===== src/rtl/st7701_spi9_rx_if.sv =====
// Word stream from the ST7701 9-bit SPI receiver: show-ahead head entry plus valid/ready.
// master = receiver (drives the word), slave = consumer (drives ready).
interface st7701_spi9_rx_if;
    logic       word_valid;
    logic       word_ready;
    logic       word_dc;
    logic [7:0] word_data;
    logic [7:0] word_cmd;
    logic [7:0] word_pidx;

    modport master (
        output word_valid,
        output word_dc,
        output word_data,
        output word_cmd,
        output word_pidx,
        input  word_ready
    );

    modport slave (
        input  word_valid,
        input  word_dc,
        input  word_data,
        input  word_cmd,
        input  word_pidx,
        output word_ready
    );
endinterface


===== src/rtl/st7701_spi9_rx.sv =====
// ST7701 3-wire 9-bit SPI receiver: oversampled capture, command/parameter tagging, show-ahead FIFO.
// Optional macro SPI9_RX_STATS_EN enables saturating command/parameter word counters.
module st7701_spi9_rx #(
    parameter int FIFO_DEPTH  = 4,
    parameter int SYNC_STAGES = 2
) (
    input  logic                   clk,
    input  logic                   rst,
    input  logic                   spi_cs,
    input  logic                   spi_sclk,
    input  logic                   spi_sdi,
    st7701_spi9_rx_if.master       word,
    output logic                   frame_err,
    output logic                   overflow,
    input  logic                   err_clr,
    output logic [15:0]            cmd_count,
    output logic [15:0]            param_count
);

    localparam int AW = (FIFO_DEPTH > 1) ? $clog2(FIFO_DEPTH) : 1;
    localparam logic [AW:0] DEPTH_C = (AW + 1)'(FIFO_DEPTH);

    typedef enum logic {
        S_IDLE,
        S_SHIFT
    } state_t;

    typedef struct packed {
        logic       dc;
        logic [7:0] data;
        logic [7:0] cmd;
        logic [7:0] pidx;
    } entry_t;

    // ---------------- input synchronizers ----------------
    logic [SYNC_STAGES-1:0] cs_sync_q;
    logic [SYNC_STAGES-1:0] sclk_sync_q;
    logic [SYNC_STAGES-1:0] sdi_sync_q;
    logic                   cs_prev_q;
    logic                   sclk_prev_q;

    always_ff @(posedge clk) begin
        if (rst) begin
            cs_sync_q   <= '1;
            sclk_sync_q <= '0;
            sdi_sync_q  <= '0;
            cs_prev_q   <= 1'b1;
            sclk_prev_q <= 1'b0;
        end else begin
            cs_sync_q   <= {cs_sync_q[SYNC_STAGES-2:0], spi_cs};
            sclk_sync_q <= {sclk_sync_q[SYNC_STAGES-2:0], spi_sclk};
            sdi_sync_q  <= {sdi_sync_q[SYNC_STAGES-2:0], spi_sdi};
            cs_prev_q   <= cs_sync_q[SYNC_STAGES-1];
            sclk_prev_q <= sclk_sync_q[SYNC_STAGES-1];
        end
    end

    logic cs_s, sdi_s, cs_fall, sclk_rise;

    always_comb begin
        cs_s      = cs_sync_q[SYNC_STAGES-1];
        sdi_s     = sdi_sync_q[SYNC_STAGES-1];
        cs_fall   = cs_prev_q & ~cs_s;
        sclk_rise = sclk_sync_q[SYNC_STAGES-1] & ~sclk_prev_q;
    end

    // ---------------- receive FSM ----------------
    state_t     state_q, state_d;
    logic [3:0] bit_cnt_q, bit_cnt_d;
    logic [7:0] shreg_q, shreg_d;
    logic       push;
    logic       frame_set;

    always_ff @(posedge clk) begin
        if (rst) begin
            state_q   <= S_IDLE;
            bit_cnt_q <= '0;
            shreg_q   <= '0;
        end else begin
            state_q   <= state_d;
            bit_cnt_q <= bit_cnt_d;
            shreg_q   <= shreg_d;
        end
    end

    always_comb begin
        state_d   = state_q;
        bit_cnt_d = bit_cnt_q;
        shreg_d   = shreg_q;
        push      = 1'b0;
        frame_set = 1'b0;
        unique case (state_q)
            S_IDLE: begin
                bit_cnt_d = '0;
                if (cs_fall) begin
                    state_d = S_SHIFT;
                end
            end
            S_SHIFT: begin
                if (cs_s) begin
                    state_d   = S_IDLE;
                    bit_cnt_d = '0;
                    frame_set = (bit_cnt_q != 4'd0);
                end else if (sclk_rise) begin
                    shreg_d = {shreg_q[6:0], sdi_s};
                    if (bit_cnt_q == 4'd8) begin
                        bit_cnt_d = '0;
                        push      = 1'b1;
                    end else begin
                        bit_cnt_d = bit_cnt_q + 4'd1;
                    end
                end
            end
            default: state_d = S_IDLE;
        endcase
    end

    // The 9th bit is still in sdi_s on the push cycle; shreg_q holds the first eight.
    logic       push_dc;
    logic [7:0] push_byte;

    always_comb begin
        push_dc   = shreg_q[7];
        push_byte = {shreg_q[6:0], sdi_s};
    end

    // ---------------- tagging ----------------
    logic [7:0] last_cmd_q, last_cmd_d;
    logic [7:0] pidx_q, pidx_d;
    entry_t     push_entry;

    always_comb begin
        last_cmd_d      = last_cmd_q;
        pidx_d          = pidx_q;
        push_entry.dc   = push_dc;
        push_entry.data = push_byte;
        push_entry.cmd  = push_dc ? last_cmd_q : push_byte;
        push_entry.pidx = push_dc ? pidx_q : 8'h00;
        if (push) begin
            if (!push_dc) begin
                last_cmd_d = push_byte;
                pidx_d     = 8'h00;
            end else if (pidx_q != 8'hFF) begin
                pidx_d = pidx_q + 8'h01;
            end
        end
    end

    always_ff @(posedge clk) begin
        if (rst) begin
            last_cmd_q <= '0;
            pidx_q     <= '0;
        end else begin
            last_cmd_q <= last_cmd_d;
            pidx_q     <= pidx_d;
        end
    end

    // ---------------- show-ahead FIFO ----------------
    entry_t          mem_q [FIFO_DEPTH];
    logic [AW-1:0]   wr_ptr_q, wr_ptr_d;
    logic [AW-1:0]   rd_ptr_q, rd_ptr_d;
    logic [AW:0]     count_q, count_d;
    logic            pop, full, wr_en, ovf_set;
    entry_t          head;

    always_comb begin
        full     = (count_q == DEPTH_C);
        pop      = (count_q != '0) & word.word_ready;
        // A full FIFO still accepts a push when the head leaves in the same cycle.
        wr_en    = push & (~full | pop);
        ovf_set  = push & full & ~pop;
        wr_ptr_d = wr_en ? wr_ptr_q + 1'b1 : wr_ptr_q;
        rd_ptr_d = pop ? rd_ptr_q + 1'b1 : rd_ptr_q;
        count_d  = count_q + (AW + 1)'(wr_en) - (AW + 1)'(pop);
    end

    always_ff @(posedge clk) begin
        if (rst) begin
            for (int unsigned i = 0; i < FIFO_DEPTH; i++) begin
                mem_q[i] <= '0;
            end
            wr_ptr_q <= '0;
            rd_ptr_q <= '0;
            count_q  <= '0;
        end else begin
            if (wr_en) begin
                mem_q[wr_ptr_q] <= push_entry;
            end
            wr_ptr_q <= wr_ptr_d;
            rd_ptr_q <= rd_ptr_d;
            count_q  <= count_d;
        end
    end

    always_comb begin
        head            = mem_q[rd_ptr_q];
        word.word_valid = (count_q != '0);
        word.word_dc    = head.dc;
        word.word_data  = head.data;
        word.word_cmd   = head.cmd;
        word.word_pidx  = head.pidx;
    end

    // ---------------- sticky error flags ----------------
    logic frame_err_q, overflow_q;

    always_ff @(posedge clk) begin
        if (rst) begin
            frame_err_q <= 1'b0;
            overflow_q  <= 1'b0;
        end else begin
            frame_err_q <= frame_set | (frame_err_q & ~err_clr);
            overflow_q  <= ovf_set | (overflow_q & ~err_clr);
        end
    end

    assign frame_err = frame_err_q;
    assign overflow  = overflow_q;

    // ---------------- optional statistics ----------------
`ifdef SPI9_RX_STATS_EN
    logic [15:0] cmd_cnt_q, cmd_cnt_d;
    logic [15:0] par_cnt_q, par_cnt_d;

    // Counted on every completed word, including ones the FIFO drops.
    always_comb begin
        cmd_cnt_d = cmd_cnt_q;
        par_cnt_d = par_cnt_q;
        if (push && !push_dc && cmd_cnt_q != 16'hFFFF) begin
            cmd_cnt_d = cmd_cnt_q + 16'd1;
        end
        if (push && push_dc && par_cnt_q != 16'hFFFF) begin
            par_cnt_d = par_cnt_q + 16'd1;
        end
    end

    always_ff @(posedge clk) begin
        if (rst) begin
            cmd_cnt_q <= '0;
            par_cnt_q <= '0;
        end else begin
            cmd_cnt_q <= cmd_cnt_d;
            par_cnt_q <= par_cnt_d;
        end
    end

    assign cmd_count   = cmd_cnt_q;
    assign param_count = par_cnt_q;
`else
    assign cmd_count   = '0;
    assign param_count = '0;
`endif

endmodule


===== src/flat_wrapper.sv =====
// flat-port wrapper written by rule: the top's interface ports become plain ports
module st7701_spi9_rx_flat 
#(
    parameter int FIFO_DEPTH  = 4,
    parameter int SYNC_STAGES = 2
)
  (clk, rst, spi_cs, spi_sclk, spi_sdi, frame_err, overflow, err_clr, cmd_count, param_count, word_word_valid, word_word_dc, word_word_data, word_word_cmd, word_word_pidx, word_word_ready);
  st7701_spi9_rx_if word_i ();
  input  logic clk;
  input  logic rst;
  input  logic spi_cs;
  input  logic spi_sclk;
  input  logic spi_sdi;
  output logic frame_err;
  output logic overflow;
  input  logic err_clr;
  output logic [15:0] cmd_count;
  output logic [15:0] param_count;
  output wire logic [$bits(word_i.word_valid)-1:0] word_word_valid;
  output wire logic [$bits(word_i.word_dc)-1:0] word_word_dc;
  output wire logic [$bits(word_i.word_data)-1:0] word_word_data;
  output wire logic [$bits(word_i.word_cmd)-1:0] word_word_cmd;
  output wire logic [$bits(word_i.word_pidx)-1:0] word_word_pidx;
  input wire logic [$bits(word_i.word_ready)-1:0] word_word_ready;
  assign word_word_valid = word_i.word_valid;
  assign word_word_dc = word_i.word_dc;
  assign word_word_data = word_i.word_data;
  assign word_word_cmd = word_i.word_cmd;
  assign word_word_pidx = word_i.word_pidx;
  assign word_i.word_ready = word_word_ready;
  st7701_spi9_rx #(.FIFO_DEPTH(FIFO_DEPTH), .SYNC_STAGES(SYNC_STAGES)) u_core (.clk(clk), .rst(rst), .spi_cs(spi_cs), .spi_sclk(spi_sclk), .spi_sdi(spi_sdi), .word(word_i), .frame_err(frame_err), .overflow(overflow), .err_clr(err_clr), .cmd_count(cmd_count), .param_count(param_count));
endmodule

===== config.mk =====
export PLATFORM = sky130hd
export DESIGN_NAME = st7701_spi9_rx_flat
export DESIGN_NICKNAME = d
export VERILOG_FILES = /design/src/rtl/st7701_spi9_rx_if.sv /design/src/rtl/st7701_spi9_rx.sv /design/src/flat_wrapper.sv
export SDC_FILE = /design/constraint.sdc
export NUM_CORES = 1
export LEC_CHECK = 0
export BUFFER_PORTS_ARGS = -buffer_cell sky130_fd_sc_hd__buf_2
export CAP_MARGIN = 20
export CORE_MARGIN = 5
export CORE_UTILIZATION = 25
export DETAILED_ROUTE_END_ITERATION = 16
export MAX_ROUTING_LAYER = met4
export PLACE_DENSITY = 0.52
export SLEW_MARGIN = 20
export SYNTH_ARGS = -nofsm -noshare
export SYNTH_HDL_FRONTEND = slang
export SYNTH_SLANG_ARGS = --single-unit

===== constraint.sdc =====
create_clock -name clk -period 6.01 [get_ports clk]
set_clock_uncertainty 0.1 [all_clocks]
set_input_delay 1.5025 -clock clk [delete_from_list [all_inputs] [get_ports clk]]
set_output_delay 1.5025 -clock clk [all_outputs]
set_load 0.005 [all_outputs]

; Word level (Yosys, flattened, before mapping)
; Memories as Yosys holds them, arrays and structs flattened. A register that Yosys moved wholly into a read port is not among the register bits.
; Cells that the tools add are included.
[classes]
add_sub_neg = 6
n_eq_ne = 5
muxes = 27
bitwise_logic = 17
n_reduce_logical = 5
[ops]
columns = cell, n
row1 = $mux W8, 4
row2 = $mux W25, 1
row3 = $reduce_or A25 Y1, 1
row4 = $mux W1, 14
row5 = $mux W4, 3
row6 = $add A8 B1 Y8 const B, 1
row7 = $and A1 B1 Y1, 8
row8 = $ne A8 B8 Y1 const B, 1
row9 = $pmux W4 S2, 1
row10 = $mux W2, 3
row11 = $not A1 Y1, 6
row12 = $add A2 B1 Y2 const B, 2
row13 = $add A4 B1 Y4 const B, 1
row14 = $eq A4 B4 Y1 const B, 1
row15 = $reduce_bool A4 Y1, 1
row16 = $add A3 B1 Y3, 1
row17 = $eq A3 B3 Y1 const B, 1
row18 = $ne A3 B1 Y1 const B, 1
row19 = $or A1 B1 Y1, 3
row20 = $reduce_and A3 Y1, 1
row21 = $reduce_bool A3 Y1, 1
row22 = $sub A3 B1 Y3, 1
row23 = $ne A2 B2 Y1 const B, 1
row24 = $pmux W1 S2, 1
row25 = $reduce_and A2 Y1, 1
[word_totals]
reg_bits = 46
mem_bits_rw = 100
output_inout_bits = 60
elab_cells = 76
n_memories = 1
[memory_table]
columns = name, depth, word_bits, rd, rd_clocked_by_memory_dff, write_ports, line_no
row1 = u_core.mem_q, 4, 25, 1, 1, 4, st7701_spi9_rx.sv:160  ; entry_t mem_q [FIFO_DEPTH];

; Depth between registers and ports, before layout
; Gate-level depths: netlist of run 1.
[depth]
depth_word = 11
depth_mapped = 9
ltp_nobuf = 9

; Worst setup path before layout of run 1
; OpenSTA, ideal clock, no wires.
[synth_path]
path_type = input to register
start = input port rst
end = memory u_core.mem_q[0][0] (netlist bit), enable pin
arrival_time_ns = 3.347
slack_ns = 2.181
stages = 6
path_buffers = 3
cell_sequence = or4_1 > buf_2 > or3_1 > buf_6 > buf_8 > nand2_1
[synth_rtl]
columns = element, line_no
row1 = "start, declared", flat_wrapper.sv:10  ; input logic rst;
row2 = "end, declared", st7701_spi9_rx.sv:160

==> insert_results.sql, run 1 <==
INSERT INTO impl_metrics (metric_group, metric, value, unit) VALUES
('setup_path', 'critPathRequiredTime', '5960', 'ps'),
('floorplanning', 'coreArea', '0.0253', 'mm2'),
('cells_and_area', 'multi_input_comb_area', '0.00223', 'mm2'),
('power_and_ir_drop', 'netSwitchingPower', '626', 'uW'),
('setup_path', 'arrival_time_at_the_worst_endpoint', '3770', 'ps'),
('grt', 'first_pass_grt_wire_length', '21900', 'um'),
('routing', 'vias', '3733', ''),
('sta', 'rsz_0062_raised_after_global_routing', 'false', ''),
('power_and_ir_drop', 'power-per-cell-area', '343', 'mW/mm2'),
('setup_path', 'worst-r2r-cell-count', '5', ''),
('routing', 'average_vias_per_placed_instance', '4.23', ''),
('sta', 'finalSetupViolCount', '0', ''),
('sta', 'slew_headroom', '33.2', '%'),
('grt', 'gr-max-usage-layer', 'met2', ''),
('logic_synthesis', 'synthesis.area_per_instance', '12.7', 'um2'),
('routing', 'antenna_left', '0', ''),
('worst_hold_path', 'hold_path_depth', '1', ''),
('clock_network', 'cts_inserted_buffers', '17', ''),
('setup_path', 'worstPathMaxFanout', '25', ''),
('floorplanning', 'die_y', '171', 'um'),
('logic_synthesis', 'yosysWarningCount', '0', ''),
('grt', 'use_met1', '12.7', '%'),
('grt', 'total_routing_usage_reported_by_global_routing', '10.0', '%'),
('worst_hold_path', 'timing.hold.worst.class', 'reg -> reg', ''),
('sta', 'final_period_minus_worst_setup_slack', '3820', 'ps'),
('logic_synthesis', 'mappedNetlistArea', '0.00645', 'mm2'),
('placed_design', 'place.port_buffers', '34', ''),
('floorplanning', 'die-area', '0.0291', 'mm2'),
('grt', 'gr-total-overflow', '0', ''),
('clock_network', 'ctsRootBufferMaster', 'sky130_fd_sc_hd__clkbuf_16', ''),
('logic_synthesis', 'synth_largest_type_area_fraction', '46.6', '%'),
('floorplanning', 'design.portCount', '67', ''),
('clock_network', 'cts_tree', 'done', ''),
('sta', 'final_min_period_over_clock_period', '63.6', '%'),
('cells_and_area', 'antennaDiodeCount', '0', ''),
('cells_and_area', 'syn2layout_area_growth', '15.5', '%'),
('setup_path', 'max_stage_delay', '760', 'ps'),
('sta', 'maxClockFrequency', '262', 'MHz'),
('setup_path', 'setup.worst_path.class', 'in -> reg', ''),
('logic_synthesis', 'synth.ff_latch_count', '148', ''),
('clock_network', 'post-cts-setup-buffer-count', '0', ''),
('sta', 'hold_viol_final', '0', ''),
('logic_synthesis', 'ranking_of_synthesized_cells_by_area', 'sky130_fd_sc_hd__edfxtp_1, sky130_fd_sc_hd__dfxtp_1, sky130_fd_sc_hd__mux4_2', ''),
('power_and_ir_drop', 'internal_power_of_the_cells', '1930', 'uW'),
('placed_design', 'hpwlAfterDp', '8860', 'um'),
('logic_synthesis', 'ys.flop_type', 'sky130_fd_sc_hd__edfxtp_1', ''),
('placed_design', 'gpl.final_weighted_congestion', '0.748', ''),
('setup_path', 'timing.critical_path.mode_cell', 'sky130_fd_sc_hd__buf_4', ''),
('outcome', 'status', 'finished clean', ''),
('routing', 'first_pass_drt_iterations', '6', ''),
('sta', 'report.final.slew_viol_count', '0', ''),
('setup_path', 'critical_path_slowest_stage_cell', 'sky130_fd_sc_hd__or4_1', ''),
('grt', 'number_of_antenna_violations_at_the_first_check_in_global_routing', '0', ''),
('setup_path', 'crit_path_cell_trace', 'buf_2, nor4b_1, buf_4, or4_1, or3_1, buf_4, nand2_2', ''),
('clock_network', 'clk_pin_slew', '60', 'ps'),
('power_and_ir_drop', 'p_sw_share', '24.5', '%'),
('sta', 'fin_setup_tns', '0', 'ps'),
('power_and_ir_drop', 'share_comb_of_total_power', '12.6', '%'),
('clock_network', 'cts_sinks', '148', ''),
('power_and_ir_drop', 'vdd.ir_drop.worst', '161', 'uV'),
('setup_path', 'timing.critical_path.from_type', 'input port', ''),
('power_and_ir_drop', 'power.share.sequential', '46.9', '%'),
('sta', 'tightest_slew', '1000', 'ps'),
('routing', 'detail_route.wl_per_cell', '15.3', 'um'),
('floorplanning', 'floorplan.die.width', '171', 'um'),
('logic_synthesis', 'synth-edff-count', '100', ''),
('clock_network', 'cts.repair.resized', '0', ''),
('routing', 'drtIter0Drc', '306', ''),
('grt', 'grt_max_degree', '42', ''),
('logic_synthesis', 'yosysSeqAreaShare', '61.5', '%'),
('routing', 'drt-total-wl', '13500', 'um');
cell type report:
class / instances / share of cell area (%)
Inverter: 6 / 0.302
Clock inverter: 15 / 2.07
Timing Repair Buffer: 43 / 3.19
Sequential cell: 148 / 53.2
Clock buffer: 17 / 5.71
Tap cell: 330 / 5.54
Multi-Input combinational cell: 324 / 29.9
Yosys cell counts (2+ instances only):
library cell and n:
sky130_fd_sc_hd__a211oi_1 8, sky130_fd_sc_hd__a21oi_1 19, sky130_fd_sc_hd__and2_1 20, sky130_fd_sc_hd__and3_1 20, sky130_fd_sc_hd__buf_1 3, sky130_fd_sc_hd__buf_2 2
sky130_fd_sc_hd__buf_4 32, sky130_fd_sc_hd__clkbuf_1 21, sky130_fd_sc_hd__dfxtp_1 48, sky130_fd_sc_hd__edfxtp_1 100, sky130_fd_sc_hd__ha_1 4, sky130_fd_sc_hd__inv_1 6
sky130_fd_sc_hd__mux2i_1 8, sky130_fd_sc_hd__mux4_2 25, sky130_fd_sc_hd__nand2_1 37, sky130_fd_sc_hd__nand2b_1 2, sky130_fd_sc_hd__nand3_1 3, sky130_fd_sc_hd__nand4_1 2
sky130_fd_sc_hd__nor2_1 78, sky130_fd_sc_hd__nor2_4 9, sky130_fd_sc_hd__nor2b_1 9, sky130_fd_sc_hd__nor3_1 3, sky130_fd_sc_hd__nor4b_1 2, sky130_fd_sc_hd__o2111ai_1 2
sky130_fd_sc_hd__o21ai_0 6, sky130_fd_sc_hd__o31ai_1 2, sky130_fd_sc_hd__or2_2 3, sky130_fd_sc_hd__or3_1 7, sky130_fd_sc_hd__or4_1 2, sky130_fd_sc_hd__xnor2_1 4
sky130_fd_sc_hd__xor2_1 5
state kept, by name, summed over array words and instances (netlist names), 3 cells and up, named ones only:
register	count
u_core.mem_q	100
u_core.last_cmd_q	8
u_core.pidx_q	8
u_core.shreg_q	8
u_core.bit_cnt_q	4
u_core.count_q	3
placed cells by master, fill, tap and decap left out, types with 4 or more instances in the layout:
cell	Yosys	final
sky130_fd_sc_hd__a211oi_1	8	8
sky130_fd_sc_hd__inv_6	0	5
sky130_fd_sc_hd__buf_4	32	9
sky130_fd_sc_hd__xnor2_1	4	4
sky130_fd_sc_hd__a21oi_1	19	19
sky130_fd_sc_hd__clkbuf_16	0	17
sky130_fd_sc_hd__nand2_1	37	36
sky130_fd_sc_hd__edfxtp_1	100	100
sky130_fd_sc_hd__buf_2	2	34
sky130_fd_sc_hd__nor2b_1	9	9
sky130_fd_sc_hd__o21ai_0	6	6
sky130_fd_sc_hd__and3_1	20	20
sky130_fd_sc_hd__mux2i_1	8	8
sky130_fd_sc_hd__and2_1	20	20
sky130_fd_sc_hd__nor2_1	78	77
sky130_fd_sc_hd__ha_1	4	4
sky130_fd_sc_hd__or3_1	7	7
sky130_fd_sc_hd__inv_1	6	6
sky130_fd_sc_hd__nor2_4	9	9
sky130_fd_sc_hd__xor2_1	5	5
sky130_fd_sc_hd__mux4_2	25	25
sky130_fd_sc_hd__conb_1	1	32
sky130_fd_sc_hd__dfxtp_1	48	47
metrics by stage:
| step | cells | power, uW | area, um2 | util (%) | setup WS [ps] |
|---|---|---|---|---|---|
| after floorplan | 538 | 1440 | 6570 | - | 2180 |
| after global placement | 851 | 1550 | 6860 | 27.1 | 1420 |
| after detailed placement | 851 | 1560 | 6870 | 27.1 | 1350 |
| after CTS | 883 | 2600 | 7440 | 29.4 | 1760 |
| after global routing | 883 | 2680 | 7450 | 29.4 | 1960 |
| final | 883 | 2560 | 7450 | 29.4 | 2190 |
critical path: cells and delay by family:
| family | cells | cell delay (ps) |
|---|---|---|
| AND/OR/NAND/NOR | 4 | 1740 |
| buffers and inverters | 3 | 500 |
power by group through the flow:
stage | logic (uW) | clock network, uW | registers [uW]
2_1_floorplan | 274 | 0 | 1160
3_3_place_gp | 325 | 0 | 1220
6_report | 321 | 1040 | 1200
4_1_cts | 333 | 1060 | 1210
3_5_place_dp | 332 | 0 | 1230
5_1_grt | 353 | 1110 | 1220
routing by layer:
metal / up-vias / share of wire (%) / wire length [um]
met5: - / 0 / 0
met4: 0 / 0.93 / 126
met3: 4 / 2.8 / 376
met2: 59 / 49 / 6640
met1: 1847 / 47 / 6380
li1: 1823 / - / -
final timing paths:
kind	slack, ps	start	to
max	2190	word_word_ready	u_core.mem_q[0][17]$_SDFFCE_PN0P_
min	320	u_core.cs_sync_q[0]$_SDFF_PP1_	u_core.cs_sync_q[1]$_SDFF_PP1_
max reg2reg	2230	u_core.cs_sync_q[1]$_SDFF_PP1_	u_core.mem_q[0][17]$_SDFFCE_PN0P_
min reg2reg	320	u_core.cs_sync_q[0]$_SDFF_PP1_	u_core.cs_sync_q[1]$_SDFF_PP1_
cell families after synthesis:
kind of cell	Yosys count	synth area share (%)
muxes	33	9.97
xor gates and xnor gates	9	1.22
and+or+nand+nor	204	16.3
DFF	148	61.5
other	1	0.0582
buffers and inverters	66	6.03
AOI/OAI and AO/OA	41	3.88
adders and majority gates	5	1.09
Power figures use the tool's default switching activity.
==> inputs of run 2 (changes only) <==
ABC_AREA = 1   (was not set)
PLACE_DENSITY = 0.54   (was 0.52)
clock period = 3.2 ns   (was 6.01 ns; I/O delays follow)
==> run 2 against run 1 <==
Register-to-register slack worse by 1400 ps. Combinational power up 140%. Worst setup slack worse by 1800 ps. Non-clock buffer count up 6. Hold slack worse by 7.4 ps. Clock power up 95%. Sequential share of layout area down 1.2 points. Final cell count up 20%. Synthesized area up 1.6%. Global-route usage up 0.44 points. Count of clock-buffer cells in the layout up 4. Die area up 1.5%. Critical path type is now reg -> out. Largest power group unchanged.
==> insert_results.sql, run 2 <==
INSERT INTO impl_metrics (metric_group, metric, value, unit) VALUES
('cells_and_area', 'mostFrequentLayoutCells', 'sky130_fd_sc_hd__nor2_1, sky130_fd_sc_hd__edfxtp_1, sky130_fd_sc_hd__o21ai_0, sky130_fd_sc_hd__inv_1, sky130_fd_sc_hd__nand2_1', ''),
('power_and_ir_drop', 'netSwitchingPower', '1310', 'uW'),
('logic_synthesis', 'synth.ff_latch_count', '148', ''),
('grt', 'number_of_antenna_violations_at_the_first_check_in_global_routing', '0', ''),
('sta', 'hold_viol_final', '0', ''),
('clock_network', 'cts_inserted_buffers', '17', ''),
('clock_network', 'cts_sinks', '148', ''),
('logic_synthesis', 'yosysSeqAreaShare', '60.5', '%'),
('logic_synthesis', 'yosysWarningCount', '0', ''),
('logic_synthesis', 'ys.flop_type', 'sky130_fd_sc_hd__edfxtp_1', ''),
('routing', 'antenna_left', '0', ''),
('clock_network', 'number_of_levels_in_the_clock_h_tree', '4', ''),
('logic_synthesis', 'yosys.cell_count.top_type', 'sky130_fd_sc_hd__nor2_1', ''),
('floorplanning', 'floorplan.die.width', '172', 'um'),
('job', 'max_cap_viol_count', '0', ''),
('sta', 'finalSetupViolCount', '0', ''),
('floorplanning', 'die_y', '172', 'um'),
('sta', 'report.final.slew_viol_count', '0', ''),
('power_and_ir_drop', 'share_comb_of_total_power', '15.2', '%'),
('sta', 'tightest_slew', '498', 'ps'),
('grt', 'grt_max_degree', '51', ''),
('logic_synthesis', 'synth.largest_area_cell', 'sky130_fd_sc_hd__edfxtp_1', ''),
('logic_synthesis', 'synth-async-reset-ratio', '0', '%'),
('setup_path', 'arrival_time_at_the_worst_endpoint', '1880', 'ps'),
('routing', 'routedLengthMet1', '6970', 'um'),
('logic_synthesis', 'ranking_of_synthesized_cells_by_area', 'sky130_fd_sc_hd__edfxtp_1, sky130_fd_sc_hd__dfxtp_1, sky130_fd_sc_hd__nor2_1', ''),
('sta', 'final_min_period_over_clock_period', '86.8', '%'),
('cells_and_area', 'finalInstanceArea', '0.00761', 'mm2'),
('floorplanning', 'core.rowCount', '59', ''),
('floorplanning', 'coreArea', '0.0259', 'mm2'),
('cells_and_area', 'largest_register', 'u_core.mem_q', ''),
('placed_design', 'gpl.final_weighted_congestion', '0.726', ''),
('setup_path', 'worst-r2r-cell-count', '7', ''),
('power_and_ir_drop', 'power.static_leakage', '0.00273', 'uW'),
('routing', 'drtIter0Drc', '220', ''),
('power_and_ir_drop', 'internal_power_of_the_cells', '3650', 'uW'),
('grt', 'total_routing_usage_reported_by_global_routing', '10.5', '%'),
('clock_network', 'insertion_delay', '420', 'ps'),
('placed_design', 'placed_cell_area', '0.00701', 'mm2'),
('sta', 'final_period_minus_worst_setup_slack', '2780', 'ps'),
('routing', 'dr.max_layer_used', 'met4', ''),
('setup_path', 'worstSetupEndpointType', 'output pin', ''),
('grt', 'first_pass_grt_wire_length', '23300', 'um'),
('routing', 'route.detailed.drc', '0', ''),
('setup_path', 'worstPathMaxFanout', '50', ''),
('routing', 'first_pass_drt_iterations', '4', ''),
('cells_and_area', 'layout_commonest_cell', 'sky130_fd_sc_hd__nor2_1', ''),
('logic_synthesis', 'synth_largest_type_area_fraction', '45.8', '%'),
('clock_network', 'cts-hold-fix-buffers', '0', ''),
('clock_network', 'worst_case_clock_buffer_depth', '2', ''),
('sta', 'maxClockFrequency', '360', 'MHz'),
('clock_network', 'cts_tree', 'done', ''),
('worst_hold_path', 'hold_path_depth', '2', ''),
('logic_synthesis', 'synth-edff-count', '100', ''),
('logic_synthesis', 'mappedNetlistArea', '0.00655', 'mm2'),
('routing', 'drt-total-wl', '14800', 'um'),
('power_and_ir_drop', 'power.clock.fraction', '41.0', '%'),
('clock_network', 'cts.repair.resized', '0', ''),
('clock_network', 'clk_pin_slew', '60', 'ps'),
('setup_path', 'critPathRequiredTime', '2300', 'ps'),
('cells_and_area', 'antennaDiodeCount', '0', ''),
('setup_path', 'critical_path_slowest_stage_cell', 'sky130_fd_sc_hd__buf_4', ''),
('setup_path', 'max_stage_delay', '440', 'ps'),
('cells_and_area', 'number_of_flip_flops_under_the_largest_register_name', '100', ''),
('routing', 'wl_met3', '823', 'um'),
('placed_design', 'hpwlAfterDp', '9520', 'um'),
('sta', 'slew_headroom', '66.5', '%'),
('cells_and_area', 'drive_above_1_share', '13.6', '%'),
('routing', 'average_vias_per_placed_instance', '4.29', ''),
('cells_and_area', 'filler_cell_count', '2680', ''),
('cells_and_area', 'syn2layout_area_growth', '16.2', '%'),
('routing', 'vias', '4566', ''),
('setup_path', 'crit_path_cell_trace', 'buf_4, o21ai_0, o22ai_1, buf_2', ''),
('floorplanning', 'design.portCount', '67', ''),
('cells_and_area', 'finish.net_count', '728', ''),
('setup_path', 'timing.critical_path.from_type', 'register', ''),
('grt', 'gr-total-overflow', '0', ''),
('clock_network', 'ctsRootBufferMaster', 'sky130_fd_sc_hd__clkbuf_16', ''),
('power_and_ir_drop', 'p_sw_share', '26.3', '%'),
('power_and_ir_drop', 'power', '4960', 'uW'),
('routing', 'route.met2.wl', '6820', 'um'),
('worst_hold_path', 'timing.hold.worst.class', 'reg -> reg', ''),
('power_and_ir_drop', 'power.share.sequential', '43.8', '%'),
('placed_design', 'place.port_buffers', '34', ''),
('outcome', 'status', 'finished clean', ''),
('floorplanning', 'die-area', '0.0295', 'mm2'),
('logic_synthesis', 'synth.lib_cells_used.distinct', '36', ''),
('floorplanning', 'floorplan.initialDensity', '25.3', '%'),
('power_and_ir_drop', 'power-per-cell-area', '652', 'mW/mm2'),
('logic_synthesis', 'synthesis.area_per_instance', '9.64', 'um2'),
('grt', 'grt_pass1_vias', '4290', ''),
('logic_synthesis', 'gate_count_post_synth', '680', ''),
('sta', 'rsz_0062_raised_after_global_routing', 'false', ''),
('power_and_ir_drop', 'vdd.ir_drop.worst', '367', 'uV'),
('clock_network', 'post-cts-setup-buffer-count', '0', ''),
('routing', 'detail_route.wl_per_cell', '13.9', 'um'),
('setup_path', 'setup.worst_path.class', 'reg -> out', ''),
('logic_synthesis', 'synth.top_cells.by_count', 'sky130_fd_sc_hd__nor2_1, sky130_fd_sc_hd__edfxtp_1, sky130_fd_sc_hd__o21ai_0, sky130_fd_sc_hd__inv_1, sky130_fd_sc_hd__nand2_1', '');
==> run 2: changes by cell type after synthesis, sizes merged, moves of 20 or more <==
cell,before,now
o21ai,6,76
nor2,87,151
inv,6,66
mux4,25,0
o22ai,0,25
and2,20,0
and3,20,0
==> run 2: final timing paths <==
check	start	end	slack (ps)
max reg2reg	u_core.sclk_sync_q[1]$_SDFF_PP0_	u_core.mem_q[0][17]$_SDFFCE_PN0P_	860
min reg2reg	u_core.sclk_sync_q[0]$_SDFF_PP0_	u_core.sclk_sync_q[1]$_SDFF_PP0_	310
max	register	word_word_cmd[0]	420
min	u_core.sclk_sync_q[0]$_SDFF_PP0_	u_core.sclk_sync_q[1]$_SDFF_PP0_	310
==> run 2: routing by layer <==
metal	global-route usage, %	vias to the layer above
met3	2.86	17
met5	-	-
li1	-	2301
met2	16.5	107
met1	13.2	2141
met4	3.04	0
==> run 2: power by group through the flow <==
stage / clock network (uW) / logic, uW / registers, uW
6_report: 2030 / 756 / 2170
5_1_grt: 2160 / 867 / 2180
4_1_cts: 2070 / 779 / 2170
3_5_place_dp: 0 / 779 / 2210
3_3_place_gp: 0 / 773 / 2210
2_1_floorplan: 0 / 484 / 2200
==> run 2: per-stage QoR <==
stage	instances	worst slack, ps	utilization [%]	setup TNS (ps)	hold slack, ps
2_1_floorplan	711	-241	-	-12070	288
5_1_grt	1064	268	29.4	0	316
4_1_cts	1064	396	29.4	0	310
3_5_place_dp	1032	589	27.1	0	299
6_report	1064	423	29.4	0	308
3_3_place_gp	1032	623	27.1	0	294
==> run 2: worst max-delay path: cells and delay by family (launching register included) <==
kind	cells	cell delay [ps]
flip-flops	1	340
AO/OA/AOI/OAI	2	480
buffers and inverters	2	620
==> run 2: kinds of logic after synthesis <==
logic type	share of synthesized area (%)
compound gates	11.8
xor+xnor	0.401
fa+ha+maj	1.07
buf+inv	9.72
flops	60.5
other cells	0.0572
simple gates	16.5
==> run 2: layout make-up <==
cell class | count | area [um2] | area share, %
Multi-Input combinational cell | 432 | 2090 | 27.4
Tap cell | 335 | 419 | 5.51
Inverter | 68 | 255 | 3.35
Clock buffer | 21 | 450 | 5.92
Clock inverter | 11 | 151 | 1.99
Sequential cell | 148 | 3960 | 52.1
Timing Repair Buffer | 49 | 283 | 3.71
==> inputs of run 3 (changes only) <==
CORE_UTILIZATION = 53   (was 25)
GPL_TIMING_DRIVEN = 0   (was not set)
PLACE_DENSITY = 0.88   (was 0.54)
==> run 3 against run 2 <==
Fmax is 9.3% lower. Final area increased by 2.4%. Sequential share of layout area decreased by 1.2 points. Count of clock-buffer cells in the layout down 4. Combinational power increased by 9.4%. Hold slack got worse by 5.5 ps. Die area down 50%. Total power grew 3.9%. Largest cell class unchanged.
==> insert_results.sql, run 3 (synthesis gave the netlist of run 2 again) <==
INSERT INTO impl_metrics (metric_group, metric, value, unit) VALUES
('floorplanning', 'floorplan.die.width', '121', 'um'),
('setup_path', 'setup.worst_path.class', 'reg -> out', ''),
('routing', 'average_vias_per_placed_instance', '5.36', ''),
('clock_network', 'cts_sinks', '148', ''),
('sta', 'report.final.slew_viol_count', '0', ''),
('cells_and_area', 'filler_cell_count', '879', ''),
('job', 'max_cap_viol_count', '0', ''),
('clock_network', 'clk_pin_slew', '60', 'ps'),
('grt', 'first_pass_grt_wire_length', '24700', 'um'),
('cells_and_area', 'drive_above_1_share', '16.4', '%'),
('setup_path', 'r2r_start', 'u_core.bit_cnt_q[0]$_SDFFE_PP0P_', ''),
('sta', 'finalSetupViolCount', '0', ''),
('sta', 'final_min_period_over_clock_period', '95.7', '%'),
('sta', 'fin_setup_tns', '0', 'ps'),
('cells_and_area', 'post-route-util', '64.6', '%'),
('setup_path', 'timing.critical_path.mode_cell', 'sky130_fd_sc_hd__clkbuf_1', ''),
('setup_path', 'critical_path_slowest_stage_cell', 'sky130_fd_sc_hd__clkbuf_1', ''),
('cells_and_area', 'antennaDiodeCount', '0', ''),
('routing', 'vias', '5075', ''),
('clock_network', 'worst_case_clock_buffer_depth', '2', ''),
('floorplanning', 'design.portCount', '67', ''),
('sta', 'slew_headroom', '43.3', '%'),
('clock_network', 'insertion_delay', '430', 'ps'),
('worst_hold_path', 'timing.hold.worst.class', 'reg -> reg', ''),
('placed_design', 'placed_cell_area', '0.00715', 'mm2'),
('setup_path', 'rr_endpoint', 'u_core.mem_q[0][2]$_SDFFCE_PN0P_', ''),
('clock_network', 'post-cts-setup-buffer-count', '0', ''),
('setup_path', 'worst-r2r-cell-count', '9', ''),
('clock_network', 'cts.repair.resized', '0', ''),
('grt', 'total_routing_usage_reported_by_global_routing', '22.7', '%'),
('power_and_ir_drop', 'vdd.ir_drop.worst', '369', 'uV'),
('sta', 'maxClockFrequency', '327', 'MHz'),
('setup_path', 'critPathRequiredTime', '2300', 'ps'),
('routing', 'detail_route.wl_per_cell', '16.4', 'um'),
('setup_path', 'rrSetupSlack', '420', 'ps'),
('cells_and_area', 'finish.net_count', '778', ''),
('cells_and_area', 'number_of_flip_flops_under_the_largest_register_name', '100', ''),
('power_and_ir_drop', 'power.static_leakage', '0.00295', 'uW'),
('routing', 'drtIter0Drc', '784', ''),
('setup_path', 'crit_path_cell_trace', 'clkbuf_1, inv_1, clkbuf_1, o21ai_0, o22ai_1, buf_2', ''),
('placed_design', 'place.port_buffers', '33', ''),
('routing', 'drt-total-wl', '15500', 'um'),
('grt', 'number_of_antenna_violations_at_the_first_check_in_global_routing', '0', ''),
('setup_path', 'arrival_time_at_the_worst_endpoint', '2160', 'ps'),
('cells_and_area', 'finalInstanceArea', '0.00779', 'mm2'),
('grt', 'gr-total-overflow', '0', ''),
('floorplanning', 'coreArea', '0.0121', 'mm2'),
('placed_design', 'hpwlAfterDp', '10200', 'um'),
('clock_network', 'ctsRootBufferMaster', 'sky130_fd_sc_hd__clkbuf_16', ''),
('cells_and_area', 'layout_commonest_cell', 'sky130_fd_sc_hd__nor2_1', ''),
('floorplanning', 'floorplan.initialDensity', '54.3', '%'),
('cells_and_area', 'syn2layout_area_growth', '18.9', '%'),
('sta', 'final_period_minus_worst_setup_slack', '3060', 'ps'),
('clock_network', 'cts_inserted_buffers', '17', ''),
('setup_path', 'worstSetupEndpointType', 'output pin', ''),
('clock_network', 'number_of_levels_in_the_clock_h_tree', '4', ''),
('setup_path', 'timing.critical_path.from_type', 'register', ''),
('setup_path', 'worstPathMaxFanout', '10', ''),
('placed_design', 'gpl.final_weighted_congestion', '0.831', ''),
('floorplanning', 'die-area', '0.0147', 'mm2'),
('routing', 'first_pass_drt_iterations', '5', ''),
('floorplanning', 'die_y', '121', 'um'),
('clock_network', 'cts-hold-fix-buffers', '0', ''),
('routing', 'route.detailed.drc', '0', ''),
('cells_and_area', 'largest_register', 'u_core.mem_q', ''),
('routing', 'antenna_left', '0', ''),
('setup_path', 'max_stage_delay', '480', 'ps'),
('sta', 'hold_viol_final', '0', ''),
('clock_network', 'cts_tree', 'done', ''),
('floorplanning', 'core.rowCount', '40', ''),
('sta', 'tightest_slew', '851', 'ps'),
('cells_and_area', 'mostFrequentLayoutCells', 'sky130_fd_sc_hd__nor2_1, sky130_fd_sc_hd__edfxtp_1, sky130_fd_sc_hd__o21ai_0, sky130_fd_sc_hd__inv_1', ''),
('power_and_ir_drop', 'power-per-cell-area', '661', 'mW/mm2'),
('grt', 'grt_max_degree', '26', ''),
('grt', 'grt_pass1_vias', '4901', ''),
('sta', 'rsz_0062_raised_after_global_routing', 'false', ''),
('outcome', 'status', 'finished clean', ''),
('setup_path', 'crit_path_end', 'word_word_data[3]', '');
==> run 3: through the flow <==
step,power [uW],std cells,setup slack [ps],hold WS [ps]
finish,5150,947,139,302
global route,5360,947,6.56,318
CTS,5160,947,131,302
detailed placement,3030,915,148,293
global placement,2990,912,-1420,291
floorplan,2690,711,-241,288
==> run 3: worst min-delay path by stage <==
stage,endpoint,from,cells past startpoint,slack (ps)
after floorplan,u_core.sclk_sync_q[1]$_SDFF_PP0_,u_core.sclk_sync_q[0]$_SDFF_PP0_,2,290
after global placement,u_core.cs_sync_q[1]$_SDFF_PP1_,u_core.cs_sync_q[0]$_SDFF_PP1_,1,290
after detailed placement,u_core.sdi_sync_q[1]$_SDFF_PP0_,u_core.sdi_sync_q[0]$_SDFF_PP0_,2,290
after CTS,u_core.sdi_sync_q[1]$_SDFF_PP0_,u_core.sdi_sync_q[0]$_SDFF_PP0_,2,300
after global routing,u_core.sdi_sync_q[1]$_SDFF_PP0_,u_core.sdi_sync_q[0]$_SDFF_PP0_,2,320
final,u_core.sdi_sync_q[1]$_SDFF_PP0_,u_core.sdi_sync_q[0]$_SDFF_PP0_,2,300
==> run 3: final cells by class <==
type | instances | area (um2) | area share, %
Clock inverter | 15 | 214 | 2.75
Clock buffer | 17 | 425 | 5.46
Buffer | 63 | 382 | 4.90
Tap cell | 168 | 210 | 2.70
Sequential cell | 148 | 3960 | 50.9
Inverter | 68 | 255 | 3.28
Multi-Input combinational cell | 432 | 2110 | 27.0
Timing Repair Buffer | 36 | 235 | 3.02
==> run 3: power breakdown <==
group	internal [uW]	switching, uW	leakage [uW]
Sequential	2130	42.6	0.00134
Combinational	300	526	0.00130
Clock	1330	823	0.000314
Total	3760	1390	0.00295
==> run 3: worst max-delay path: cells and delay by family, from the launching register on <==
kind / cells / cell delay [ps]
AO/OA/AOI/OAI: 2 / 470
buffers and inverters: 4 / 950
flip-flops: 1 / 310
==> run 3: per-layer routing <==
layer | up-vias | share of wire [%] | GRT usage [%]
met5 | - | 0 | -
met2 | 309 | 48 | 36.3
met1 | 2306 | 38 | 27.2
met4 | 0 | 3.5 | 10.4
li1 | 2399 | - | -
met3 | 61 | 11 | 5.83
